===== config.mk =====
export PLATFORM = sky130hd
export DESIGN_NAME = bcd_serial_subtractor
export DESIGN_NICKNAME = d
export VERILOG_FILES = /design/src/rtl/bcd_serial_subtractor.sv
export SDC_FILE = /design/constraint.sdc
export NUM_CORES = 1
export LEC_CHECK = 0
export CORE_MARGIN = 4
export CORE_UTILIZATION = 52
export CTS_CLUSTER_SIZE = 30
export DETAILED_ROUTE_END_ITERATION = 7
export GPL_TIMING_DRIVEN = 0
export PLACE_DENSITY = 0.78
export SYNTH_ARGS = -nofsm -noshare
export SYNTH_HDL_FRONTEND = slang
export SYNTH_SLANG_ARGS = --single-unit

===== constraint.sdc =====
create_clock -name clk -period 4.09 [get_ports clk]
set_input_delay 0.818 -clock clk [delete_from_list [all_inputs] [get_ports clk]]
set_output_delay 0.818 -clock clk [all_outputs]
set_load 0.05 [all_outputs]

===== src/rtl/bcd_serial_subtractor.sv =====
// Packed-BCD A-B, one digit per cycle LSD first; DIGITS cycles from accepted start to a one-cycle done pulse.
// start is only honoured while not busy; diff/borrow_out/invalid hold until the next operation's final edge.
module bcd_serial_subtractor #(
    parameter int DIGITS = 4
) (
    input  logic                  clk,
    input  logic                  rst,
    input  logic                  start,
    input  logic [4*DIGITS-1:0]   a,
    input  logic [4*DIGITS-1:0]   b,
    output logic                  busy,
    output logic                  done,
    output logic [4*DIGITS-1:0]   diff,
    output logic                  borrow_out,
    output logic                  invalid
);
    localparam int CW = (DIGITS > 1) ? $clog2(DIGITS) : 1;
    localparam logic [CW-1:0] LAST = CW'(DIGITS - 1);

    typedef enum logic [1:0] {IDLE, RUN, DONE} state_t;

    state_t              state_q;
    logic [4*DIGITS-1:0] a_q, b_q, acc_q, acc_d, diff_q;
    logic [CW-1:0]       cnt_q;
    logic                borrow_q, borrow_d, inv_q;
    logic                busy_q, done_q, borrow_out_q, invalid_q;
    logic [3:0]          a_dig, b_dig, dig_d;
    logic [4:0]          t;
    logic                start_inv;

    always_comb begin
        a_dig     = '0;
        b_dig     = '0;
        start_inv = 1'b0;
        for (int i = 0; i < DIGITS; i++) begin
            if (cnt_q == CW'(i)) begin
                a_dig = a_q[i*4 +: 4];
                b_dig = b_q[i*4 +: 4];
            end
            if (a[i*4 +: 4] > 4'd9 || b[i*4 +: 4] > 4'd9)
                start_inv = 1'b1;
        end
        // 5-bit two's complement: bit 4 set means the digit went negative
        t        = {1'b0, a_dig} - {1'b0, b_dig} - {4'd0, borrow_q};
        borrow_d = t[4];
        dig_d    = t[4] ? (t[3:0] + 4'd10) : t[3:0];
        acc_d    = acc_q;
        for (int i = 0; i < DIGITS; i++) begin
            if (cnt_q == CW'(i))
                acc_d[i*4 +: 4] = dig_d;
        end
    end

    always_ff @(posedge clk) begin
        if (rst) begin
            state_q      <= IDLE;
            a_q          <= '0;
            b_q          <= '0;
            acc_q        <= '0;
            cnt_q        <= '0;
            borrow_q     <= 1'b0;
            inv_q        <= 1'b0;
            busy_q       <= 1'b0;
            done_q       <= 1'b0;
            diff_q       <= '0;
            borrow_out_q <= 1'b0;
            invalid_q    <= 1'b0;
        end else begin
            case (state_q)
                IDLE, DONE: begin
                    done_q <= 1'b0;
                    if (start) begin
                        a_q      <= a;
                        b_q      <= b;
                        acc_q    <= '0;
                        cnt_q    <= '0;
                        borrow_q <= 1'b0;
                        inv_q    <= start_inv;
                        busy_q   <= 1'b1;
                        state_q  <= RUN;
                    end else begin
                        state_q  <= IDLE;
                    end
                end
                RUN: begin
                    acc_q    <= acc_d;
                    borrow_q <= borrow_d;
                    cnt_q    <= cnt_q + 1'b1;
                    if (cnt_q == LAST) begin
                        diff_q       <= inv_q ? '0 : acc_d;
                        borrow_out_q <= inv_q ? 1'b0 : borrow_d;
                        invalid_q    <= inv_q;
                        busy_q       <= 1'b0;
                        done_q       <= 1'b1;
                        state_q      <= DONE;
                    end
                end
                default: state_q <= IDLE;
            endcase
        end
    end

    assign busy       = busy_q;
    assign done       = done_q;
    assign diff       = diff_q;
    assign borrow_out = borrow_out_q;
    assign invalid    = invalid_q;
endmodule


### Word level (Yosys, flattened, before mapping)

Cells that the tools add are included.

| word-level totals | value |
|---|---|
| latch bits | 0 |
| bits in registers | 74 |
| memories kept | 0 |
| RAM bits | 0 |
| word-level logic and storage cells | 77 |
| memory bits (read-only) | 0 |
| output and inout bits | 20 |

| operators by class | value |
|---|---|
| equality and inequality tests | 7 |
| bitwise gates (word level) | 0 |
| shift operators | 0 |
| multiply operators | 0 |
| $lt $le $gt $ge | 8 |
| div/mod/pow operators | 0 |
| reduce and logical (&&, ||, !) cells | 13 |
| muxes and demuxes | 33 |
| add/sub/neg operators | 4 |

Operator list:

| operator | count |
|---|---|
| $mux 4 | 13 |
| $gt 4x4->1 const B | 8 |
| $mux 16 | 2 |
| $pmux 16 s2 | 1 |
| $mux 1 | 10 |
| $pmux 2 s2 | 2 |
| $reduce_and 2->1 | 4 |
| $eq 2x2->1 const B | 3 |
| $pmux 1 s2 | 3 |
| $sub 4x4->5 | 1 |
| $sub 5x1->5 | 1 |
| $add 4x4->4 const B | 1 |
| $eq 2x1->1 const B | 2 |
| $logic_not 2->1 | 2 |
| $logic_or 1x1->1 | 4 |
| $mux 2 | 2 |
| $ne 2x2->1 const B | 2 |
| $reduce_and 3->1 | 1 |
| $add 2x1->2 const B | 1 |
| $reduce_bool 2->1 | 1 |
| $reduce_or 2->1 | 1 |

### Depth between registers and ports, before layout

Gate-level depths: netlist of run 1.

| depth | value |
|---|---|
| depth after elaboration | 11 |
| depth in mapped cells | 19 |
| gate-level depth less buffers | 17 |

### Worst setup path before layout of run 1

Ideal clock, no wire load.

| timing | value |
|---|---|
| path kind | register to register |
| start | register cnt_q[0] |
| end | register acc_q[11] |
| path slack | 0.341 ns |
| period minus slack after synthesis | 3.749 ns |
| arrival | 3.614 ns |
| stages on the path, launching flop included | 17 |
| library setup time | 0.136 ns |
| path through | dfxtp_1 -> inv_1 -> ha_1 -> clkbuf_1 -> buf_1 -> a21oi_1 -> o21ai_0 -> fa_1 -> inv_1 -> fa_1 -> xor2_1 -> ha_1 -> or3_1 -> a21oi_1 -> a2111oi_2 -> xnor2_1 -> o21ai_0 |

| on the way | value |
|---|---|
| longest elaborated chain between the ends | 11 |

Ends and longest elaborated chain:

| item | line | text |
|---|---|---|
| from (decl) | 24 | `logic [CW-1:0] cnt_q;` |
| from (signal assigned) | 88 | `cnt_q <= cnt_q + 1'b1;` |
| $logic_not 2->1 | 36 | `if (cnt_q == CW'(i)) begin` |
| $mux 4 (4 in series) | 36 |  |
| $sub 4x4->5 | 44 | `t = {1'b0, a_dig} - {1'b0, b_dig} - {4'd0, borrow_q};` |
| $sub 5x1->5 | 44 |  |
| $add 4x4->4 | 46 | `dig_d = t[4] ? (t[3:0] + 4'd10) : t[3:0];` |
| $mux 4 | 46 |  |
| $mux 4 * | 49 | `if (cnt_q == CW'(i))` |
| $pmux 16 s2 * | 69 | `case (state_q)` |
| to (signal assigned) | 59 | `acc_q <= '0;` |
| to (signal assigned) | 75 | `acc_q <= '0;` |
| to (signal assigned) | 86 | `acc_q <= acc_d;` |
| to (decl) | 23 | `logic [4*DIGITS-1:0] a_q, b_q, acc_q, acc_d, diff_q;` |

Mark *: on every way between the ends. The rest lies on a longest branch, timed or not.
A chain may end at the register's enable or synchronous reset.

### Final worst setup path of run 1

| timing | value |
|---|---|
| start | register cnt_q[0] |
| end | register diff_q[7], in the netlist diff[7] |

| on the way | value |
|---|---|
| longest elaborated chain between the ends | 11 |

Ends and longest elaborated chain:

| item | line | text |
|---|---|---|
| $logic_not 2->1 | 36 |  |
| $mux 4 (4 in series) | 36 |  |
| $sub 4x4->5 | 44 |  |
| $sub 5x1->5 | 44 |  |
| $add 4x4->4 | 46 |  |
| $mux 4 | 46 |  |
| $mux 4 | 49 |  |
| $mux 16 | 90 | `diff_q <= inv_q ? '0 : acc_d;` |
| to (signal assigned) | 90 |  |
| to (decl) | 23 |  |

Parallel ways exist; a longest one is shown, timed or not.

==> results.md, run 1 <==
* CP Capture Type: flip-flop
* Cts hold-fix bufs at 0
* Period utilization at 0.930
* CTS tree: built
* Residual DRC at 0
* Placeable Area at about 6000 um2
* Vias at approximately 3,100
* Hold crit path type: flip-flop to flip-flop
* Gr usage total at 0.236
* Rows at 28
* Synth warn at 0
* Synth area leader: dfxtp_1
* Die H at 86.7 um
* Layout cells sized above 1 at 0.0852
* Grt ovf at 0
* Starting Density at 0.541
* Flop and latch count out of synthesis at 70
* LEAKAGE at about 0.0015 uW
* GPL Wtd Cong at 0.889
* Detailed Place HPWL at 5.98 mm
* Max_slew headroom at 0.543
* Initial antenna violation count at 0
* Root buf cell: clkbuf_8
* Clk slew on worst S/H paths at ~80 ps
* Maxcap violations at 0
* Capturing point of the worst reg2reg path: diff[7]$_SDFFE_PP0P_
* Avg WL per Cell at 15.2 um
* Final instance area at roughly 4100 um2
* Post-synth EDFFs at 0
* Drt pass-1 iters at 4
* Req. time, crit path at 4350 ps
* Final hold viol count at 0
* Worst setup SP type: flip-flop
* Synth top area cells: dfxtp_1 (43%), a21oi_1 (10%), nand2_1 (9.5%), ha_1 (3.5%), nand3b_1 (3.5%)
* H-tree depth at 3
* Cts bufs inserted at 9
* Clk_skew at 6.21 ps
* CTS Buffer Depth at 2
* Layout Nets at ~520
* Highest clock rate at ~260 MHz
* Area after DPL at about 3800 um2
* Drt initial violations at 184
* Ys flop type: dfxtp_1
* Reg-to-reg setup timing slack at between 200 and 300 ps
* Min Tclk post-route at between 3000 and 4000 ps
* Worst Max-Slew Pin Slew at about 700 ps
* FILL cells at just over 500
* Clock Latency Late Sink at approximately 340 ps
* Chip width at approximately 87 um
* Pwr/cell area at 407 nW/um2
* Antenna diodes at 0
* Vias/cell at ~5.7
* Post-Synthesis Cells at between 400 and 500
* Crit Path Max Fanout at 10
* Vias in the first global route at just under 3,000
* Final ANT Viol Nets at 0
* CP Launch Point: cnt_q[0]$_SDFFE_PP0P_
* Pre-CTS WS at -639 ps
* Most frequent cell after synthesis: nand2_1
* Yosys top cell area share at 0.435
* Syn_nets at approximately 460
* Mapped cell area at roughly 3200 um2
* Hold worst-path end: diff[15]$_SDFFE_PP0P_
* Layout Utilization at 0.694
* Run status: finished clean
* Die area at ~7500 um2
* Clk sinks at 70
* Start of the worst register-to-register path: cnt_q[0]$_SDFFE_PP0P_
* Routed WL at 8.44 mm
* First-pass GRT wire length at ~14 mm
* Worst Path Arrival at a little over 4000 ps
* PnR worst setup slack at ~290 ps
* IO Pins at between 50 and 60
* Finished Layout Cells at 556
* Buffers on Ports at 53
* Finish-stage setup viols at 0
* Post-placement cell count at 537
* Largest net degree at the start of global routing at 13
* Peak supply drop at around 0.27 mV
* Worst min-delay path startpoint: diff[15]$_SDFFE_PP0P_
* Synth top cells by count: nand2_1 (82), dfxtp_1 (70), a21oi_1 (67)
* Reg2reg path depth at 17
* Post-synthesis cell type count at 40
* Pins Over Slew Limit at 0
* WS Path Type: flip-flop to flip-flop
* Syn Area/Cell at 7.88 um2
* Register area share after synthesis at 0.435
* Post-synth ARST share at 0
* Area Overhead vs Synth at 28.3%
* Hold-critical path depth at 2
-- cell families (layout without fill, tap and decap cells) --
group / after synthesis / after routing / share of synthesized area
AOI/OAI and AO/OA: 119 / 119 / 0.218
xor gates and xnor gates: 5 / 5 / 0.0136
adders and majority gates: 11 / 11 / 0.0473
buffers and inverters: 40 / 112 / 0.0477
DFF: 70 / 70 / 0.435
and+or+nand+nor: 164 / 164 / 0.239
-- cell type report --
type                    count  area [um2]  area share
plain buffers              29         131      0.0318
flip-flops and latches     70        1400       0.339
clock buffers              10         138      0.0333
repair buffers             57         561       0.136
well taps                  75        93.8      0.0227
inverters                  10        41.3     0.00998
multi-input cells         299        1710       0.412
clock inverters             6        61.3      0.0148
-- how the worst max path moves through the flow --
stage	to	depth (start not counted)
after floorplan	acc_q[11]$_SDFFE_PP0P_	16
after global placement	acc_q[7]$_SDFFE_PP0P_	16
after detailed placement	acc_q[7]$_SDFFE_PP0P_	16
after CTS	acc_q[7]$_SDFFE_PP0P_	18
after global routing	diff[3]$_SDFFE_PP0P_	19
final	diff[7]$_SDFFE_PP0P_	17
-- where the power goes --
group	total, uW	switching (uW)	internal (uW)
clock	558	262	296
sequential	729	17.5	712
combinational	395	231	164
total	1680	510	1170
-- registers in the layout, summed over array words and instances, names as in the netlist --
register,flops
diff,16
a_q,16
inv_q,1
state_q,2
busy,1
done,1
cnt_q,2
b_q,16
acc_q,12
borrow_out,1
invalid,1
borrow_q,1
-- layout by cell type (no fill, tap or decap), types with 2 or more instances in the layout --
cell type,instances
nor2b_1,2
dfxtp_2,2
a21oi_1,65
clkbuf_1,22
o31ai_1,6
o21ai_0,21
nor3b_1,4
clkinv_2,3
clkbuf_8,10
buf_4,5
a22oi_1,6
inv_1,9
xnor2_1,3
nand4_1,4
dfxtp_1,68
clkinvlp_4,2
nand3b_1,15
and2_1,2
ha_1,8
clkdlybuf4s50_1,53
nor2_1,30
a21oi_2,2
clkbuf_4,2
nand3_1,11
clkbuf_2,2
or3_1,4
nand2_1,82
nand2b_1,4
o221a_2,2
a32oi_1,9
-- per-stage QoR --
step | setup TNS [ps] | hold slack (ps) | power [uW]
floorplan | 0 | 436 | 981
global placement | -4160 | 434 | 1090
detailed placement | -4900 | 443 | 1100
CTS | 0 | 458 | 1660
global route | -4.20 | 474 | 1750
finish | 0 | 456 | 1680
-- worst max-delay path, cell delays in order, from the launching register on --
cell	delay, ps
dfxtp_2	340
inv_1	80
ha_1	230
buf_4	210
clkbuf_4	230
a21oi_1	60
a21oi_1	160
o21ai_2	90
fa_1	380
inv_1	110
fa_2	450
ha_1	250
or3_1	340
a21oi_2	190
a2111oi_4	80
xnor2_2	160
buf_4	180
o31ai_1	180
-- metal layers --
metal	up-vias	part of all wire	GRT usage
met1	1451	0.44	0.310
met4	0	0.031	0.116
li1	1553	-	-
met5	-	0	0
met3	23	0.064	0.0371
met2	121	0.46	0.376
-- what timing repair did --
item	CTS	global route
buffers inserted	1	3
gates resized for setup	5	21
setup endpoints to repair	14	13
endpoints found under the hold margin	0	0
pin swaps	1	0
(Power assumes the default switching activity.)
==> run 2: changes to the inputs <==
Settings changed: TNS_END_PERCENT set to 20.
==> results of run 2 <==
No change in the layout: final DEF, timing and power equal those of run 1.
==> run 3: changes to the inputs <==
Settings changed: CORE_UTILIZATION 52 to 35, PLACE_DENSITY 0.78 to 0.56.
==> run 3 against run 2 <==
Combinational power about the same. Flip-flop and latch count unchanged. Final area up 1.5%. First-iteration DRC count down 36%. Clock power up 11%. Hold slack better by 1.3 ps. Critical path type unchanged. Wire length up 5.2%. Setup slack better by 29 ps. Die area up 44%.
==> results.md, run 3 (synthesis gave the netlist of run 1 again) <==
* Run status: finished clean
* Chip width at between 100 and 150 um
* Critical-path cell list: inv_1, ha_1, buf_6, buf_4, a21oi_1, a21oi_2, o21ai_2, fa_1, inv_1, fa_2, ha_1, or3_1, a21oi_2, a2111oi_4, xnor2_2, buf_4, o31ai_1
* Most frequent cells in the layout: nand2_1 (82), dfxtp_1 (68), a21oi_1 (62)
* Area after DPL at slightly below 4000 um2
* CTS tree: built
* Clock Latency Late Sink at 340 ps
* Req. time, crit path at 4350 ps
* Buffers on Ports at between 50 and 60
* LEAKAGE at approximately 0.0015 uW
* Vias at about 3,000
* Area Overhead vs Synth at 30.2%
* Layout cells sized above 1 at 0.0858
* Sw Pwr at just over 500 uW
* Int Power at 1230 uW
* Worst Max-Slew Pin Slew at 731 ps
* CP Capture Type: flip-flop
* Peak supply drop at 0.166 mV
* Highest clock rate at approximately 270 MHz
* Placeable Area at approximately 8800 um2
* Finish-stage setup viols at 0
* CTS Buffer Depth at 2
* Crit Path Max Fanout at 10
* Top cell family by delay on the critical path: adder cells
* Die area at between 10,000 and 15,000 um2
* Layout Nets at between 500 and 600
* IO Pins at 55
* Root buf cell: clkbuf_8
* Worst setup SP type: flip-flop
* Final ANT Viol Nets at 0
* H-tree depth at 3
* WS Path Type: flip-flop to flip-flop
* CP max stage cell: fa_2
* FILL cells at between 900 and 1,000
* Gr usage total at 0.166
* Rows at 34
* Avg WL per Cell at ~15 um
* Residual DRC at 0
* Gate power share at 0.227
* Vias in the first global route at ~2,900
* Max_slew headroom at 0.510
* Clk slew on worst S/H paths at around 70 ps
* GPL Wtd Cong at around 0.8
* CP Buf/Inv Count at 5
* Vias/cell at between 5 and 6
* Largest net degree at the start of global routing at 13
* Worst Path Arrival at a little over 4000 ps
* Starting Density at 0.364
* Period utilization at 0.923
* Clk_skew at around 11 ps
* Drt pass-1 iters at 5
* Cts bufs inserted at 9
* Final hold viol count at 0
* Pins Over Slew Limit at 0
* Switching share of power at 0.295
* Antenna diodes at 0
* Grt ovf at 0
* Die H at 104 um
* Slowest stage delay, CP at roughly 460 ps
* Drt initial violations at roughly 120
* Flop pwr share at 0.417
* Initial antenna violation count at 0
* First-pass GRT wire length at roughly 15 mm
* Final instance area at 4200 um2
* Hold slack at around 460 ps
* Most common cell after layout, fill and taps aside: nand2_1
* Min Tclk post-route at about 3800 ps
* Detailed Place HPWL at around 6.5 mm
* Pwr/cell area at 416 nW/um2
* Maxcap violations at 0
* Total negative slack at 0 ps
* Routed WL at approximately 8.9 mm
* Clock power frac at 0.356
* Hold crit path type: flip-flop to flip-flop
* Clk sinks at 70
run 3: cell count changes in the layout (fill, tap and decap cells not counted):
cell,before,now
bufinv_16,1,2
a21oi_1,65,62
clkbuf_4,2,1
clkinv_2,3,0
buf_6,1,2
buf_4,5,3
a21oi_2,2,5
inv_4,0,1
run 3: per-layer routing:
layer  part of all wire  routed length (um)  global-route usage  vias up
met2               0.47                4160               0.269       76
met3              0.048                 424              0.0354       13
met5                  0                   0                   0        -
met1               0.47                4170               0.221     1411
met4              0.014                 126              0.0494        0
li1                   -                   -                   -     1545
run 3: worst reg2reg max path: cells and delay by family (launching register included):
kind            cells  cell delay, ps
xor+xnor            1             150
simple gates        1             340
compound gates      6             780
fa+ha+maj           4            1320
flops               1             340
buf+inv             5             750
run 3: path summary, 6_finish.rpt:
check | start | endpoint | slack (ps) | cells after the start
max | cnt_q[0]$_SDFFE_PP0P_ | diff[7]$_SDFFE_PP0P_ | 320 | 17
min reg2reg | diff[15]$_SDFFE_PP0P_ | diff[15]$_SDFFE_PP0P_ | 460 | 2
max reg2reg | cnt_q[0]$_SDFFE_PP0P_ | diff[7]$_SDFFE_PP0P_ | 320 | 17
min | diff[15]$_SDFFE_PP0P_ | diff[15]$_SDFFE_PP0P_ | 460 | 2
run 3: layout make-up:
type,count,area (um2),area share
multi-input cells,299,1720,0.409
flip-flops and latches,70,1400,0.334
repair buffers,54,538,0.128
plain buffers,30,143,0.0340
clock buffers,10,138,0.0328
well taps,108,135,0.0322
clock inverters,5,83.8,0.0200
inverters,10,40.0,0.00954
run 3: stage by stage:
| stage | utilization | setup WS, ps | cells | power (uW) |
|---|---|---|---|---|
| 2_1_floorplan | - | 341 | 409 | 981 |
| 5_1_grt | 0.474 | -16.8 | 586 | 1850 |
| 3_5_place_dp | 0.440 | -953 | 570 | 1110 |
| 3_3_place_gp | 0.440 | -911 | 570 | 1100 |
| 6_report | 0.474 | 317 | 586 | 1750 |
| 4_1_cts | 0.470 | 21.7 | 586 | 1760 |
run 3: what timing repair did:
action | in CTS | in global routing
hold buffers | 0 | 0
endpoints found under the setup margin | 21 | 13
resized for setup | 13 | 19
buffers inserted | 1 | 0
pin swaps | 1 | 0
run 3: power groups by stage:
stage | logic (uW) | registers [uW] | clock network (uW)
detailed placement | 366 | 744 | 0
floorplan | 238 | 743 | 0
finish | 398 | 729 | 622
global placement | 361 | 743 | 0
global route | 443 | 732 | 672
CTS | 394 | 728 | 639
==> RTL edit 1 (config.mk and constraints of run 3) <==
`DIGITS`: 4 -> 8.
--- a/src/rtl/bcd_serial_subtractor.sv
+++ b/src/rtl/bcd_serial_subtractor.sv
@@ -3,3 +3,3 @@
 module bcd_serial_subtractor #(
-    parameter int DIGITS = 4
+    parameter int DIGITS = 8
 ) (
Interface: changed (resized a, b and diff); port bits go from 55 to 103. The function was not compared with the original's and may differ.
==> RTL edit 1 against run 3 <==
Synthesized area is 91% higher. Final area is 100% higher. Combinational power is 110% higher. Maximum frequency is 7.4% lower. Sequential share of layout area is 1.6 points lower. Count of clock-buffer cells in the layout is 11 higher. Power is 110% higher. Sequential power is 92% higher. Clock power is 140% higher. Sequential cell count is 65 higher. Routed wire length is 140% higher. Setup slack worse by 0.30 ns.
==> RTL edit 1: results (changes against run 3) <==
run status=complete, no violations; Max H-tree Level=4 (+1); number of buffers inserted by port buffering=102 (+92%); post-detailed-route via-to-cell ratio=5.398 (+3.9%); Fmax=0.2455 GHz (-7.4%); placed inst area=7453 µm² (+92%); number of clock sinks=135 (+93%); sequential area share after synthesis=0.4394 (+0.004768); Synth Instances=773 (+89%); overall power consumption=3.707 mW (+110%); count of fill cells added during filler insertion=1,697 (+86%); clock buffer count=21 (+11); clock insertion delay at the later pin of the skew report=0.43 ns (+0.09 ns); Inverters excl. clock=7 (-3); Clk Tree Root Cell=clkbuf_16; Tightest Pin Transition=0.7100 ns (-0.02066 ns); cell types occupying the most area after synthesis=dfxtp_1 44%, nand2_1 10%, a21oi_1 8.1%; cell internal pwr=2.586 mW (+110%); Worst IR Drop VDD=0.3164 mV (+91%); share of power burned in the clock network=0.399 (+0.043); Met3 Wirelength=1233 µm (+190%); setup slack after placement=-1.211 ns (-0.2585 ns); count of unique library cells instantiated by Yosys=58 (+45%); Critical path destination=diff[23]; maximum net fanout on the critical path=7 (-3); WL met2=9727 µm (+130%); syn_nets=853 (+87%)
[RTL edit 1: changes by cell type after synthesis, moves of 9 or more]
cell	before	now
a21oi_1	67	100
a22oi_1	6	31
a32oi_1	9	21
buf_1	1	10
clkbuf_1	26	42
dfxtp_1	70	135
nand2_1	82	165
nand3b_1	15	2
nor2_1	30	64
nor2b_1	2	15
o21ai_0	22	52
[RTL edit 1: cell families (layout without fill, tap and decap cells)]
group	Yosys count	after routing	share of synthesized area
muxes	4	4	0.006713
DFF	135	135	0.4394
and+or+nand+nor	286	286	0.2004
xor gates and xnor gates	4	4	0.009155
adders and majority gates	13	13	0.02889
AOI/OAI and AO/OA	261	261	0.2701
buffers and inverters	70	215	0.04536
[RTL edit 1: timing repair]
item | 4_1_cts | 5_1_grt
gates resized for setup | 63 | 47
buffers inserted | 6 | 7
cloned | 1 | 0
hold buffers | 0 | 0
pin swaps | 15 | 20
endpoints found under the setup margin | 47 | 39
==> RTL edit 2 (config.mk and constraints of run 3) <==
Without the edit above. Register the output `diff` once more, with the module's reset; this adds one clock of latency there. The other outputs are not delayed to match.
--- a/src/rtl/bcd_serial_subtractor.sv
+++ b/src/rtl/bcd_serial_subtractor.sv
@@ -104,3 +104,9 @@
     assign done       = done_q;
-    assign diff       = diff_q;
+    always_ff @(posedge clk) begin
+        if (rst) begin
+            diff <= '0;
+        end else begin
+            diff <= diff_q;
+        end
+    end
     assign borrow_out = borrow_out_q;
Function: changed (a bounded check fails within 10 cycles, from zero or initial values and one cycle with rst high).
==> RTL edit 2 against run 3 <==
Combinational power decreased by 2%. Sequential cell count increased by 16. Synthesized area increased by 13%. Setup slack got worse by 0.039 ns. Die area increased by 12%. Power increased by 4.5%. Final area increased by 8.9%. Routed wire length increased by 4.8%.
==> RTL edit 2: results (changes against run 3) <==
wire length of the first global-routing pass=15,570 µm (+6.1%); count of unique library cells instantiated by Yosys=41 (+2.5%); end point of the most critical hold path=diff_q[4]; top cell types by occurrence after synthesis=89 x nand2_1, 86 x dfxtp_1, 61 x a21oi_1; Avg Synthesized Cell Area=8.364 µm² (+6.1%); R2R cell count=17 (unchanged); number of nets in the layout=546 (+5.0%); number of buffers inserted by port buffering=54 (+1.9%); Clock Path Buffers=2 (unchanged); relative area of clock buffers and inverters in the final design=0.03943 (-0.01333); RePlAce Congestion=0.7839 (-3.2%); Fin Hold WS=0.4450 ns (-0.01222 ns); tap cells=133 (+23%); Post-CTS Setup Bufs=0 (-1); cell types occupying the most area after synthesis=dfxtp_1 47%, nand2_1 9.2%, a21oi_1 8.4%; Global Route Usage Sum=0.1670 (+0.001265); worst slew slack as a fraction of its limit=0.6026 (+0.09239); Worst IR Drop VDD=0.1425 mV (-14%); count of cells resized by post-cts repair=7 (-6); fraction of area in multi-input gates=0.3913 (-0.01765); met3 layer usage reported by global route=0.02349 (-0.01189); Seq cells post-synth=86 (+23%); global-route met2 utilization=0.2925 (+0.02319); min-delay worst type=reg -> reg; first drt pass iteration count=4 (-1); share of power burned in combinational logic=0.213 (-0.014); Worst R2R End=diff_q[15]; setup slack after placement=-0.4076 ns (+0.5450 ns); final core area utilization=0.4590 (-0.01538); via count of the first global-routing pass=3,124 (+6.2%); Placed Instances=622 (+9.1%); register fraction of the total cell area=0.3771 (+0.04263); Reg2Reg Setup Slack=0.28 ns (-0.04 ns); run status=complete, no violations; routed wire length=9306 µm (+4.8%); sequential area share after synthesis=0.4732 (+0.03856); fraction of area in non-clock buffers=0.1468 (-0.01538); share of cells above drive strength 1=0.07327 (-0.01251); number of buffers outside the clock class in the layout=83 (-1.2%); first-iteration detailed-routing DRC count=135 (+14%); Clk Tree Root Cell=clkbuf_8; HPWL after detailed placement=6959 µm (+6.7%); placed inst area=4345 µm² (+12%); post-detailed-route via-to-cell ratio=4.994 (-3.9%); syn_nets=481 (+5.7%); clock skew after layout=0.01034 ns (-0.0002840 ns); vias after detailed routing=3,186 (+4.6%); switching power as a share of total power=0.3090 (+0.01387); count of fill cells added during filler insertion=1,016 (+12%); GR Util met1=0.2043 (-0.01694); clock-pin transition on the worst setup and hold timing paths=0.09 ns (+0.02 ns); clock insertion delay at the later pin of the skew report=0.36 ns (+0.02 ns); Arrival @ worst endpoint=4.06 ns (+0.03 ns); maximum number of pins on one net before global-route repair=16 (+3); Hold Crit Start=diff_q[4]; count of multi-input combinational gates=310 (+3.7%); Pleak=1.627 nW (+9.2%); share of power burned in the clock network=0.303 (-0.053)
[RTL edit 2: cell count changes after synthesis, sizes merged, moves of 6 or more]
| cell | change |
|---|---|
| nor2 | -10 |
| o31ai | -6 |
| o21ai | +18 |
| nand2 | +7 |
| dfxtp | +16 |
| a21oi | -6 |
| nor2b | +17 |
[RTL edit 2: layer usage]
metal	up-vias	wire length (µm)
li1	1617	-
met5	-	0
met4	0	185
met2	75	4523
met1	1480	4126
met3	14	470
[RTL edit 2: critical path: stages (launching register included)]
cell and delay, ns:
dfxtp_2 0.35, inv_1 0.09, ha_2 0.28, clkbuf_4 0.25, nand3_1 0.10, a21oi_1 0.19
a21oi_1 0.06, o21ai_1 0.20, fa_1 0.20, inv_1 0.06, fa_1 0.50, xor2_1 0.19
ha_1 0.23, or3b_1 0.35, nand3_1 0.13, a22oi_4 0.09, xnor2_4 0.29, o2bb2ai_1 0.11
[RTL edit 2: cell families (layout without fill, tap and decap cells)]
kind of cell | Yosys count | count (layout) | synth area share
simple gates | 169 | 169 | 0.2252
compound gates | 126 | 126 | 0.2029
flops | 86 | 86 | 0.4732
buf+inv | 39 | 109 | 0.04299
fa+ha+maj | 11 | 11 | 0.04195
xor+xnor | 4 | 4 | 0.01376
[RTL edit 2: worst max-delay path by stage]
stage               startpoint    endpoint  slack [ns]  cells past startpoint
CTS                   cnt_q[0]  diff_q[15]        0.01                     17
global route          cnt_q[1]   diff_q[7]        0.02                     19
global placement      cnt_q[0]    acc_q[7]       -0.35                     16
detailed placement    cnt_q[0]  diff_q[15]       -0.41                     16
floorplan             cnt_q[0]  diff_q[15]        0.45                     16
finish                cnt_q[0]  diff_q[15]        0.28                     17
